[config.mk]
export PLATFORM = sky130hd
export DESIGN_NAME = usb_phy_func_switch
export DESIGN_NICKNAME = d
export VERILOG_FILES = /design/src/rtl/usb_phy_func_switch.sv
export SDC_FILE = /design/constraint.sdc
export NUM_CORES = 1
export LEC_CHECK = 0
export BUFFER_PORTS_ARGS = -buffer_cell sky130_fd_sc_hd__buf_2
export CORE_AREA = 10 10 53 76
export DETAILED_ROUTE_END_ITERATION = 10
export DIE_AREA = 0 0 63 86
export GPL_TIMING_DRIVEN = 1
export PLACE_DENSITY = 0.87
export SYNTH_ARGS = -nofsm -noshare
export SYNTH_HDL_FRONTEND = slang
export SYNTH_SLANG_ARGS = --single-unit
export TNS_END_PERCENT = 1
[constraint.sdc]
create_clock -name i_clk -period 4.4 [get_ports i_clk]
set_input_delay 0.88 -clock i_clk [delete_from_list [all_inputs] [get_ports i_clk]]
set_output_delay 0.88 -clock i_clk [all_outputs]
set_load 0.01 [all_outputs]
[src/rtl/usb_phy_func_switch.sv]
// usb_phy_func_switch
//   Shares one bit-banged USB full-speed PHY (DP, DN, DP pull-up) among
//   N_FUNC USB function cores. A change of the requested function detaches
//   from the host (pull-up off, pads undriven), holds every core in reset,
//   swaps the owner, keeps the cores in reset a little longer, then lets the
//   new owner re-attach.
//
//   state   | meaning
//   --------+---------------------------------------------------------------
//   RUN     | active function owns the pads, its reset is released
//   DETACH  | pull-up off, pads released, DETACH_CYCLES cycles so host sees it
//   SWITCH  | one cycle, active_sel takes the latched target
//   RELEASE | RESET_CYCLES cycles of core reset before the new owner runs
//
// Ports
//   i_clk, i_rst          clock, asynchronous active-high reset
//   i_sel_req             requested function (values >= N_FUNC are ignored)
//   i_func_dp_o/_t        per-function DP drive value / enable
//   i_func_dn_o/_t        per-function DN drive value / enable
//   i_func_dp_pull        per-function DP pull-up request
//   o_func_dp_i/_dn_i     pad inputs, routed to the active function only
//   o_func_rst_n          per-function reset, active low, registered
//   i_phy_dp_i/_dn_i      pad inputs
//   o_phy_dp_o/_t         DP pad drive value / enable
//   o_phy_dn_o/_t         DN pad drive value / enable
//   o_phy_dp_pull         DP 1.5k pull-up control
//   o_active_sel          function currently owning the PHY
//   o_busy                1 in any state other than RUN
//   o_sel_err             1 the cycle after an out-of-range i_sel_req
module usb_phy_func_switch #(
    parameter int N_FUNC        = 2,
    parameter int DEFAULT_SEL   = 0,
    parameter int DETACH_CYCLES = 600000,
    parameter int RESET_CYCLES  = 16,
    localparam int SEL_W        = (N_FUNC > 1) ? $clog2(N_FUNC) : 1
) (
    input  logic              i_clk,
    input  logic              i_rst,
    input  logic [SEL_W-1:0]  i_sel_req,
    input  logic [N_FUNC-1:0] i_func_dp_o,
    input  logic [N_FUNC-1:0] i_func_dp_t,
    input  logic [N_FUNC-1:0] i_func_dn_o,
    input  logic [N_FUNC-1:0] i_func_dn_t,
    input  logic [N_FUNC-1:0] i_func_dp_pull,
    output logic [N_FUNC-1:0] o_func_dp_i,
    output logic [N_FUNC-1:0] o_func_dn_i,
    output logic [N_FUNC-1:0] o_func_rst_n,
    input  logic              i_phy_dp_i,
    input  logic              i_phy_dn_i,
    output logic              o_phy_dp_o,
    output logic              o_phy_dp_t,
    output logic              o_phy_dn_o,
    output logic              o_phy_dn_t,
    output logic              o_phy_dp_pull,
    output logic [SEL_W-1:0]  o_active_sel,
    output logic              o_busy,
    output logic              o_sel_err
);

    localparam int CNT_MAX = (DETACH_CYCLES > RESET_CYCLES) ? DETACH_CYCLES : RESET_CYCLES;
    localparam int CNT_W   = $clog2(CNT_MAX + 1);

    localparam logic [CNT_W-1:0] DETACH_LAST = CNT_W'(DETACH_CYCLES - 1);
    localparam logic [CNT_W-1:0] RESET_LAST  = CNT_W'(RESET_CYCLES - 1);
    localparam logic [SEL_W-1:0] DEF_SEL     = SEL_W'(DEFAULT_SEL);

    typedef enum logic [1:0] {
        ST_RUN,
        ST_DETACH,
        ST_SWITCH,
        ST_RELEASE
    } state_t;

    state_t            r_state;
    logic [CNT_W-1:0]  r_cnt;
    logic [SEL_W-1:0]  r_active_sel;
    logic [SEL_W-1:0]  r_target;
    logic [N_FUNC-1:0] r_func_rst_n;
    logic              r_sel_err;

    logic              w_run;
    logic              w_sel_legal;

    function automatic logic [N_FUNC-1:0] one_hot(input logic [SEL_W-1:0] sel);
        logic [N_FUNC-1:0] v;
        v      = '0;
        v[sel] = 1'b1;
        return v;
    endfunction

    // Widen before comparing so N_FUNC values that fill SEL_W exactly still work.
    assign w_sel_legal = (32'(i_sel_req) < $unsigned(N_FUNC));

    always_ff @(posedge i_clk or posedge i_rst) begin
        if (i_rst) begin
            r_state      <= ST_RELEASE;
            r_cnt        <= '0;
            r_active_sel <= DEF_SEL;
            r_target     <= DEF_SEL;
            r_func_rst_n <= '0;
            r_sel_err    <= 1'b0;
        end else begin
            r_sel_err <= ~w_sel_legal;
            case (r_state)
                ST_RUN: begin
                    if (w_sel_legal && (i_sel_req != r_active_sel)) begin
                        r_state      <= ST_DETACH;
                        r_target     <= i_sel_req;
                        r_cnt        <= '0;
                        r_func_rst_n <= '0;
                    end
                end
                ST_DETACH: begin
                    if (r_cnt == DETACH_LAST) begin
                        r_state <= ST_SWITCH;
                        r_cnt   <= '0;
                    end else begin
                        r_cnt <= r_cnt + 1'b1;
                    end
                end
                ST_SWITCH: begin
                    r_active_sel <= r_target;
                    r_cnt        <= '0;
                    r_state      <= ST_RELEASE;
                end
                ST_RELEASE: begin
                    if (r_cnt == RESET_LAST) begin
                        r_state      <= ST_RUN;
                        r_cnt        <= '0;
                        r_func_rst_n <= one_hot(r_active_sel);
                    end else begin
                        r_cnt <= r_cnt + 1'b1;
                    end
                end
                default: begin
                    r_state <= ST_RELEASE;
                    r_cnt   <= '0;
                end
            endcase
        end
    end

    assign w_run = (r_state == ST_RUN);

    // Only the active function's pad controls are ever selected, and only in RUN.
    assign o_phy_dp_o    = w_run & i_func_dp_o[r_active_sel];
    assign o_phy_dp_t    = w_run & i_func_dp_t[r_active_sel];
    assign o_phy_dn_o    = w_run & i_func_dn_o[r_active_sel];
    assign o_phy_dn_t    = w_run & i_func_dn_t[r_active_sel];
    assign o_phy_dp_pull = w_run & i_func_dp_pull[r_active_sel];

    always_comb begin
        o_func_dp_i = '0;
        o_func_dn_i = '0;
        if (w_run) begin
            o_func_dp_i[r_active_sel] = i_phy_dp_i;
            o_func_dn_i[r_active_sel] = i_phy_dn_i;
        end
    end

    assign o_func_rst_n = r_func_rst_n;
    assign o_active_sel = r_active_sel;
    assign o_busy       = ~w_run;
    assign o_sel_err    = r_sel_err;

endmodule

== Word-level counts from Yosys, hierarchy flattened ==
Cells that the tools add are included.

* Register bits: 26
* Input port bits: 15
* Output and inout bits: 14
* Word-level logic and storage cells: 56

* $add $sub $neg: 1
* Magnitude comparators: 2
* Equality and inequality tests: 9
* Muxes and demuxes: 25
* Bitwise operators: 8
* Reduce and logical (&&, ||, !) cells: 6

{| class="wikitable"
|+ Operators by type and width
! operator !! count
|-
| case mux 20 bit (4 select lines) || 1
|-
| 2-to-1 mux 20 bit || 3
|-
| adder 20 x 1 -> 20 bit (second input constant) || 1
|-
| == test 20 bit (second input constant) || 1
|-
| == test 20 x 4 -> 1 bit (second input constant) || 1
|-
| 2-to-1 mux 2 bit || 7
|-
| 2-to-1 mux 1 bit || 11
|-
| case mux 2 bit (4 select lines) || 1
|-
| AND reduction 3 bit || 2
|-
| bitwise AND 1 bit || 5
|-
| bitwise AND 2 bit || 2
|-
| == test 2 bit (second input constant) || 2
|-
| inequality test 2 bit (second input constant) || 2
|-
| case mux 2 bit (2 select lines) || 1
|-
| == test 2 x 1 -> 1 bit (second input constant) || 1
|-
| logical NOT 2 bit || 1
|-
| < comparator 1 x 2 -> 1 bit (second input constant) || 1
|-
| inequality test 2 x 1 -> 1 bit (second input constant) || 1
|-
| AND reduction 2 bit || 1
|-
| nonzero test 2 bit || 1
|-
| demux 1 bit (select 1 bit) || 1
|-
| greater-or-equal comparator 1 bit (second input constant) || 1
|-
| logical AND 1 bit || 1
|-
| inequality test 1 bit || 1
|-
| inverter 1 bit || 1
|}

== Longest topological paths before layout ==
Gate-level depths: netlist of run 1.

* Word-level depth: 6
* Depth in mapped cells: 8
* Mapped depth without buffers: 6

== Least setup slack after synthesis of run 1 ==
OpenSTA, ideal clock, no wires.

* Path kind: input port to flip-flop
* From: in i_sel_req
* To: reg r_func_rst_n[1] (netlist: o_func_rst_n[1])
* Setup time: 0.121 ns
* Data arrival time: 2.280 ns
* Required time: 4.279 ns
* Slack: 1.999 ns
* Cell stages on the path: 6
* Buffers on the path: 1
* Path through: xnor2_1 -> and2_1 -> buf_2 -> nor4_4 -> mux2_2 -> a22o_1

* Word-level cells in the longest chain between the ends: 3

{| class="wikitable"
|+ Ends and longest elaborated chain
! item !! line !! RTL
|-
| start: declaration || 39 || <nowiki>input logic [SEL_W-1:0] i_sel_req,</nowiki>
|-
| inequality test 1 bit || 106 || <nowiki>if (w_sel_legal && (i_sel_req != r_active_sel)) begin</nowiki>
|-
| inequality test 2 x 1 -> 1 bit (no line) || - ||
|-
| AND reduction 3 bit (no line) || - ||
|-
| end signal: assignment || 130 || <nowiki>r_func_rst_n <= one_hot(r_active_sel);</nowiki>
|-
| end: declaration || 78 || <nowiki>logic [N_FUNC-1:0] r_func_rst_n;</nowiki>
|}

Every way passes these cells.
A chain may end at the register's enable or synchronous reset.

== Worst setup path after layout of run 1 ==
* From: reg r_state[0]
* To: out o_func_dp_i[0]

* Word-level cells in the longest chain between the ends: 2

{| class="wikitable"
|+ Ends and longest elaborated chain
! item !! line !! RTL
|-
| start: declaration || 74 || <nowiki>state_t r_state;</nowiki>
|-
| start signal: assignment || 96 || <nowiki>r_state <= ST_RELEASE;</nowiki>
|-
| start signal: assignment || 107 || <nowiki>r_state <= ST_DETACH;</nowiki>
|-
| start signal: assignment || 115 || <nowiki>r_state <= ST_SWITCH;</nowiki>
|-
| logical NOT 2 bit || 143 || <nowiki>assign w_run = (r_state == ST_RUN);</nowiki>
|-
| 2-to-1 mux 2 bit || 155 || <nowiki>if (w_run) begin</nowiki>
|-
| end: declaration || 45 || <nowiki>output logic [N_FUNC-1:0] o_func_dp_i,</nowiki>
|}

Every way passes these cells.

==> reports/metrics.yaml, run 1 <==
slowest_delay_ps: 390
firstDrtPassIters: 5
coreArea_um2: 2680
netlist_area_um2: 1550
syn_avg_cell_area_um2: 9.42
layout-drive-gt1-share: 0.200
cts_resized: 0
crit_path_max_fanout: 10
ant_nets: 0
status: "finished clean"
maxCapViolations: 0
synthAdderAreaFrac: 0.0405
max_clock_freq_ghz: 0.363
num_antenna_cells: 0
initial_core_util: 0.577
grtUsageTotal: 0.137
hold_violations: 0
chipHeight_um: 86
syn2layout_area_growth_pct: 13.5
vias_per_cell: 5.95
die_x_um: 63
layout_commonest_cell: "buf_2"
grt_start_max_net_pins: 27
path_clk_slew_ps: 90
cts_tree: "built"
hold_buffers: 0
fin_crit_sh: 0.625
port_buffers: 27
ys_ff_latch: 26
nFillCells: 197
ys_seq_area_frac: 0.423
root_buffer: "clkbuf_8"
worstPathArrival_ps: 1870
syn-num-nets: 184
ys_warn_count: 0
muxShareOfSynthArea: 0.0672
cts_sinks: 26
place_ws_ps: 1740
final_nets: 211
gr-total-overflow: 0
setup_tns_ps: 0
h-tree-depth: 1
crit_buf_inv: 3
seq_area_um2: 653
insertion_delay_ps: 270
dieArea_um2: 5420
multi_input_area_um2: 835
setup_viol: 0
clk_path_buf_depth: 2
worstMarginPinSlew_ps: 981
rsz0062_at_grt: "false"
post_drt_wl_per_cell_um: 16.0
hold_path_class: "flip-flop to flip-flop"
clock-skew-final_ps: 3.87
leakage_nw: 0.801
finalCriticalPeriod_ps: 2750
synthCells: 164
synth_compound_area_frac: 0.0850
end_kind: "output pin"
slew_violations: 0
initialDrtViolationCount: 54
mostFrequentLayoutCells: "buf_2 (27), nor2_1 (24), dfrtp_1 (24), nand2_1 (13)"
grt_pass1_vias: 1376
start_kind: "flip-flop"
layout_setup_ws_ps: 1650
synth-simple-area-share: 0.254
postCtsSetupBuffers: 0
slowest_stage: "dfstp_2"
cts-buffers-inserted: 3
placementRows: 23
critPathKind: "flip-flop to output pin"
required_ps: 3520
vias: 1351
ys_types: 40
slew-limit-headroom: 0.345
vdd_drop_max_v: 0.000214
crit_chain: "inv_1, ha_1, clkinv_1, nor3b_1, buf_2"
drc: 0
critPathTopFamily: "buffers and inverters"
routed_wl_um: 3630
grt_pass1_wl_um: 6210
p_per_area_nw_per_um2: 232
io_pins: 29
dp_hpwl_um: 2780
synth_top_family_by_area: "simple AND/OR/NAND/NOR gates"
place_congestion: 0.853
antenna_found_initial: 0
synthXorXnorAreaFrac: 0.0907
-- cell families (layout without fill, tap and decap cells) --
group / count (synthesis) / in the layout
simple gates: 75 / 75
buf+inv: 13 / 39
xor+xnor: 16 / 16
fa+ha+maj: 5 / 5
flops: 26 / 26
compound gates: 18 / 18
other cells: 1 / 1
mux: 10 / 10
-- per-stage QoR --
step           power, mW  utilization  hold slack (ps)  instance area, µm²  cells
2_1_floorplan      0.251            -              487                1550    164
3_3_place_gp       0.257        0.635              502                1700    223
3_5_place_dp       0.258        0.635              520                1700    223
4_1_cts            0.408        0.655              543                1750    227
5_1_grt            0.422        0.655              568                1750    227
6_report           0.407        0.655              536                1750    227
-- path summary, 6_finish.rpt --
check	start	to	slack, ps	cells past startpoint
setup / recovery	r_state[0]	o_func_dp_i[0]	1650	5
hold / removal	o_func_rst_n[1]	o_func_rst_n[1]	540	1
setup reg to reg	r_cnt[0]	r_state[1]	1680	6
hold reg to reg	o_func_rst_n[1]	o_func_rst_n[1]	540	1
max in group asynchronous	i_rst	r_cnt[3]	2980	2
min in group asynchronous	i_rst	o_active_sel	820	2
-- cells in the mapped netlist --
cell type,count,area [µm²]
and3_1,4,25.0
and4_1,1,8.76
nand3_1,12,60.1
clkbuf_1,2,7.51
o41a_1,1,11.3
a22o_1,2,17.5
a21oi_1,1,5.00
nand2_1,13,48.8
conb_1,1,3.75
o2111ai_1,1,8.76
nand3_2,1,10.0
a2111oi_1,1,10.0
xnor2_1,4,35.0
nor3_4,1,16.3
a211oi_1,1,7.51
o21ai_0,5,25.0
o31ai_1,1,7.51
mux2_1,1,11.3
buf_2,1,5.00
nor4_1,4,25.0
mux2i_1,7,70.1
xor2_1,12,105
nor3b_1,2,15.0
nor3_1,2,10.0
and2_1,2,12.5
o31a_1,1,8.76
dfstp_2,2,52.6
buf_4,2,15.0
o22ai_1,1,6.26
inv_1,7,26.3
clkinv_1,1,3.75
nand4_1,6,37.5
o211ai_1,2,15.0
o311ai_0,1,8.76
or2_1,2,12.5
nor2_1,24,90.1
ha_1,5,62.6
mux2_2,2,22.5
nor4_4,1,21.3
dfrtp_1,24,601
-- sequential cells by signal (all words and copies together), names as in the netlist --
name          cells
r_cnt            20
o_func_rst_n      2
r_state           2
o_active_sel      1
r_target          1
-- worst register-to-register path: stages (launching register included) --
cell	delay, ps
dfrtp_1	450
ha_1	240
nand3_2	160
or2_1	310
o41a_1	530
nor3_4	590
mux2_1	390
-- metal layers --
layer  GRT usage  wire length (µm)  up-vias
met5           0                 0        -
met2       0.242              1840       83
met1       0.143              1400      619
met3      0.0443               279       12
li1            -                 -      637
met4      0.0653               114        0
-- layout make-up --
type,count,share of cell area
Multi-Input combinational cell,125,0.476
Sequential cell,26,0.372
Timing Repair Buffer,27,0.0770
Clock buffer,4,0.0314
Tap cell,37,0.0264
Inverter,8,0.0171
-- where the power goes --
group          switching [mW]  internal [mW]
clock                  0.0739         0.0800
sequential                  0          0.239
combinational         0.00850        0.00588
total                  0.0824          0.325
No activity file was read; power rests on OpenSTA's default activity.
==> run 2: changes to the inputs <==
- CORE_AREA: 10 10 53 76 -> 10 10 55 79
- DIE_AREA: 0 0 63 86 -> 0 0 65 89
- PLACE_DENSITY: 0.87 -> 0.81
- clock period: 4.4 -> 2.6 ns (I/O delays scaled with it)
==> run 2 against run 1 <==
  * Clock skew is 0.63 ps lower
  * Critical path type is now flip-flop to flip-flop
  * Combinational power grew 84%
  * Largest power group unchanged
  * Critical path depth increased by 1
  * Count of clock-buffer cells in the layout unchanged
  * Final cell count grew 4.4%
==> reports/metrics.yaml, run 2 (same netlist as run 1, synthesis figures left out) <==
start_kind: "flip-flop"
layout_commonest_cell: "buf_2"
path_clk_slew_ps: 80  # about the same
critPathTopFamily: "simple AND/OR/NAND/NOR gates"
io_pins: 29  # unchanged
ant_nets: 0  # unchanged
vias_per_cell: 5.57  # -6.3%
p_per_area_nw_per_um2: 382  # +64%
maxCapViolations: 0  # unchanged
initialDrtViolationCount: 41  # -24%
postCtsSetupBuffers: 0  # unchanged
vdd_drop_max_v: 0.000356  # +66%
worstPathArrival_ps: 2460  # +590 ps
h-tree-depth: 1  # unchanged
clk_path_buf_depth: 2  # unchanged
critPathKind: "flip-flop to flip-flop"
crit_path_max_fanout: 6  # -4
clockPowerShare: 0.377  # about the same
cts_resized: 0  # unchanged
grt_start_max_net_pins: 27  # unchanged
placementRows: 25  # +8.7%
root_buffer: "clkbuf_8"
firstDrtPassIters: 4  # -1
seqPwrFrac: 0.585  # -0.002
drc: 0  # unchanged
dp_hpwl_um: 2630  # -5.3%
r2r_start: "r_cnt[0]"
layout-drive-gt1-share: 0.228  # +0.0284
place_congestion: 0.872  # +2.3%
coreArea_um2: 3030  # +13%
cp-startpoint: "r_cnt[0]"
grt_pass1_wl_um: 6000  # -3.3%
hold_buffers: 0  # unchanged
max_clock_freq_ghz: 0.444
dieArea_um2: 5790  # +6.8%
slew_violations: 0  # unchanged
post_drt_wl_per_cell_um: 13.9  # -13%
routed_wl_um: 3300  # -9.1%
cts_sinks: 26  # unchanged
rsz0062_at_grt: "false"
num_antenna_cells: 0  # unchanged
insertion_delay_ps: 270  # about the same
intPower_mw: 0.552  # +70%
fin_crit_sh: 0.866
status: "finished clean"
hold_violations: 0  # unchanged
cts-buffers-inserted: 3  # unchanged
port_buffers: 27  # unchanged
end_kind: "flip-flop"
p_switching_mw: 0.139  # +69%
slowest_delay_ps: 500  # +110 ps
chipHeight_um: 89  # +3.5%
syn2layout_area_growth_pct: 17.2
required_ps: 2800  # -720 ps
grtUsageTotal: 0.127  # -0.00981
initial_core_util: 0.509  # -0.0681
setup_viol: 0  # unchanged
clock-skew-final_ps: 3.24  # -0.627 ps
final_nets: 218  # +3.3%
gr-total-overflow: 0  # unchanged
antenna_found_initial: 0  # unchanged
cts_tree: "built"
reg2reg_depth: 6  # unchanged
power_mw: 0.691  # +70%
slowest_stage: "o41a_1"
setup_tns_ps: 0  # unchanged
power_frac_comb: 0.038  # +0.003
vias: 1321  # -2.2%
regMostFlops: "r_cnt"
largest_reg_flops: 20  # unchanged
crit_chain: "ha_1, nand3_2, or2_1, o41a_1, nor3_4, mux2_1"
crit_buf_inv: 0  # -3
cp_num_cells: 6  # +1
die_x_um: 65  # +3.2%
mostFrequentLayoutCells: "buf_2 (27), nor2_1 (24), dfrtp_1 (24), nand2_1 (13)"
switching_share: 0.202  # -0.000781
finalCriticalPeriod_ps: 2250
leakage_nw: 0.838  # +4.6%
hold_path_class: "primary input to asynchronous set/reset pin"
grt_pass1_vias: 1348  # -2.0%
-- run 2: changes by cell type in the layout (fill, tap and decap cells not counted), sizes merged --
cell | previous run | this run
buf | 27 | 34
-- run 2: power by group through the flow --
stage	registers (mW)	clock network, mW	logic, mW
floorplan	0.412	0	0.0120
global placement	0.412	0	0.0264
detailed placement	0.412	0	0.0270
CTS	0.404	0.263	0.0270
global route	0.404	0.278	0.0310
finish	0.404	0.260	0.0265
-- run 2: worst min-delay path: cells and delay by family --
kind     cells  cell delay, ps
buf+inv      3             440
-- run 2: final cells by class --
class / count / area, µm²
Sequential cell: 26 / 653
Tap cell: 40 / 50.0
Clock buffer: 4 / 55.1
Fill cell: 262 / 1220
Multi-Input combinational cell: 125 / 835
Inverter: 8 / 30.0
Timing Repair Buffer: 34 / 188
-- run 2: through the flow --
stage / hold slack, ps / setup slack, ps / util / cells / area, µm²
final: 284 / 347 / 0.597 / 237 / 1810
after global routing: 316 / 149 / 0.597 / 237 / 1810
after CTS: 292 / 344 / 0.597 / 237 / 1810
after detailed placement: 524 / 353 / 0.579 / 233 / 1760
after global placement: 515 / 403 / 0.579 / 233 / 1760
after floorplan: 487 / 317 / - / 164 / 1550
-- run 2: worst paths after layout --
| path | end | slack, ps |
|---|---|---|
| worst max-delay path | r_state[1] | 350 |
| worst min-delay path | r_cnt[1] | 280 |
| worst min register to register | r_target | 540 |
| max in group asynchronous | r_state[0] | 2020 |
| worst max register to register | r_state[1] | 350 |
| min in group i_clk | r_target | 510 |
-- run 2: routing by layer --
metal / up-vias / share of wire / global-route usage
met5: - / 0 / 0
li1: 644 / - / -
met1: 632 / 0.42 / 0.144
met4: 0 / 0.025 / 0.0527
met2: 37 / 0.51 / 0.223
met3: 8 / 0.052 / 0.0314
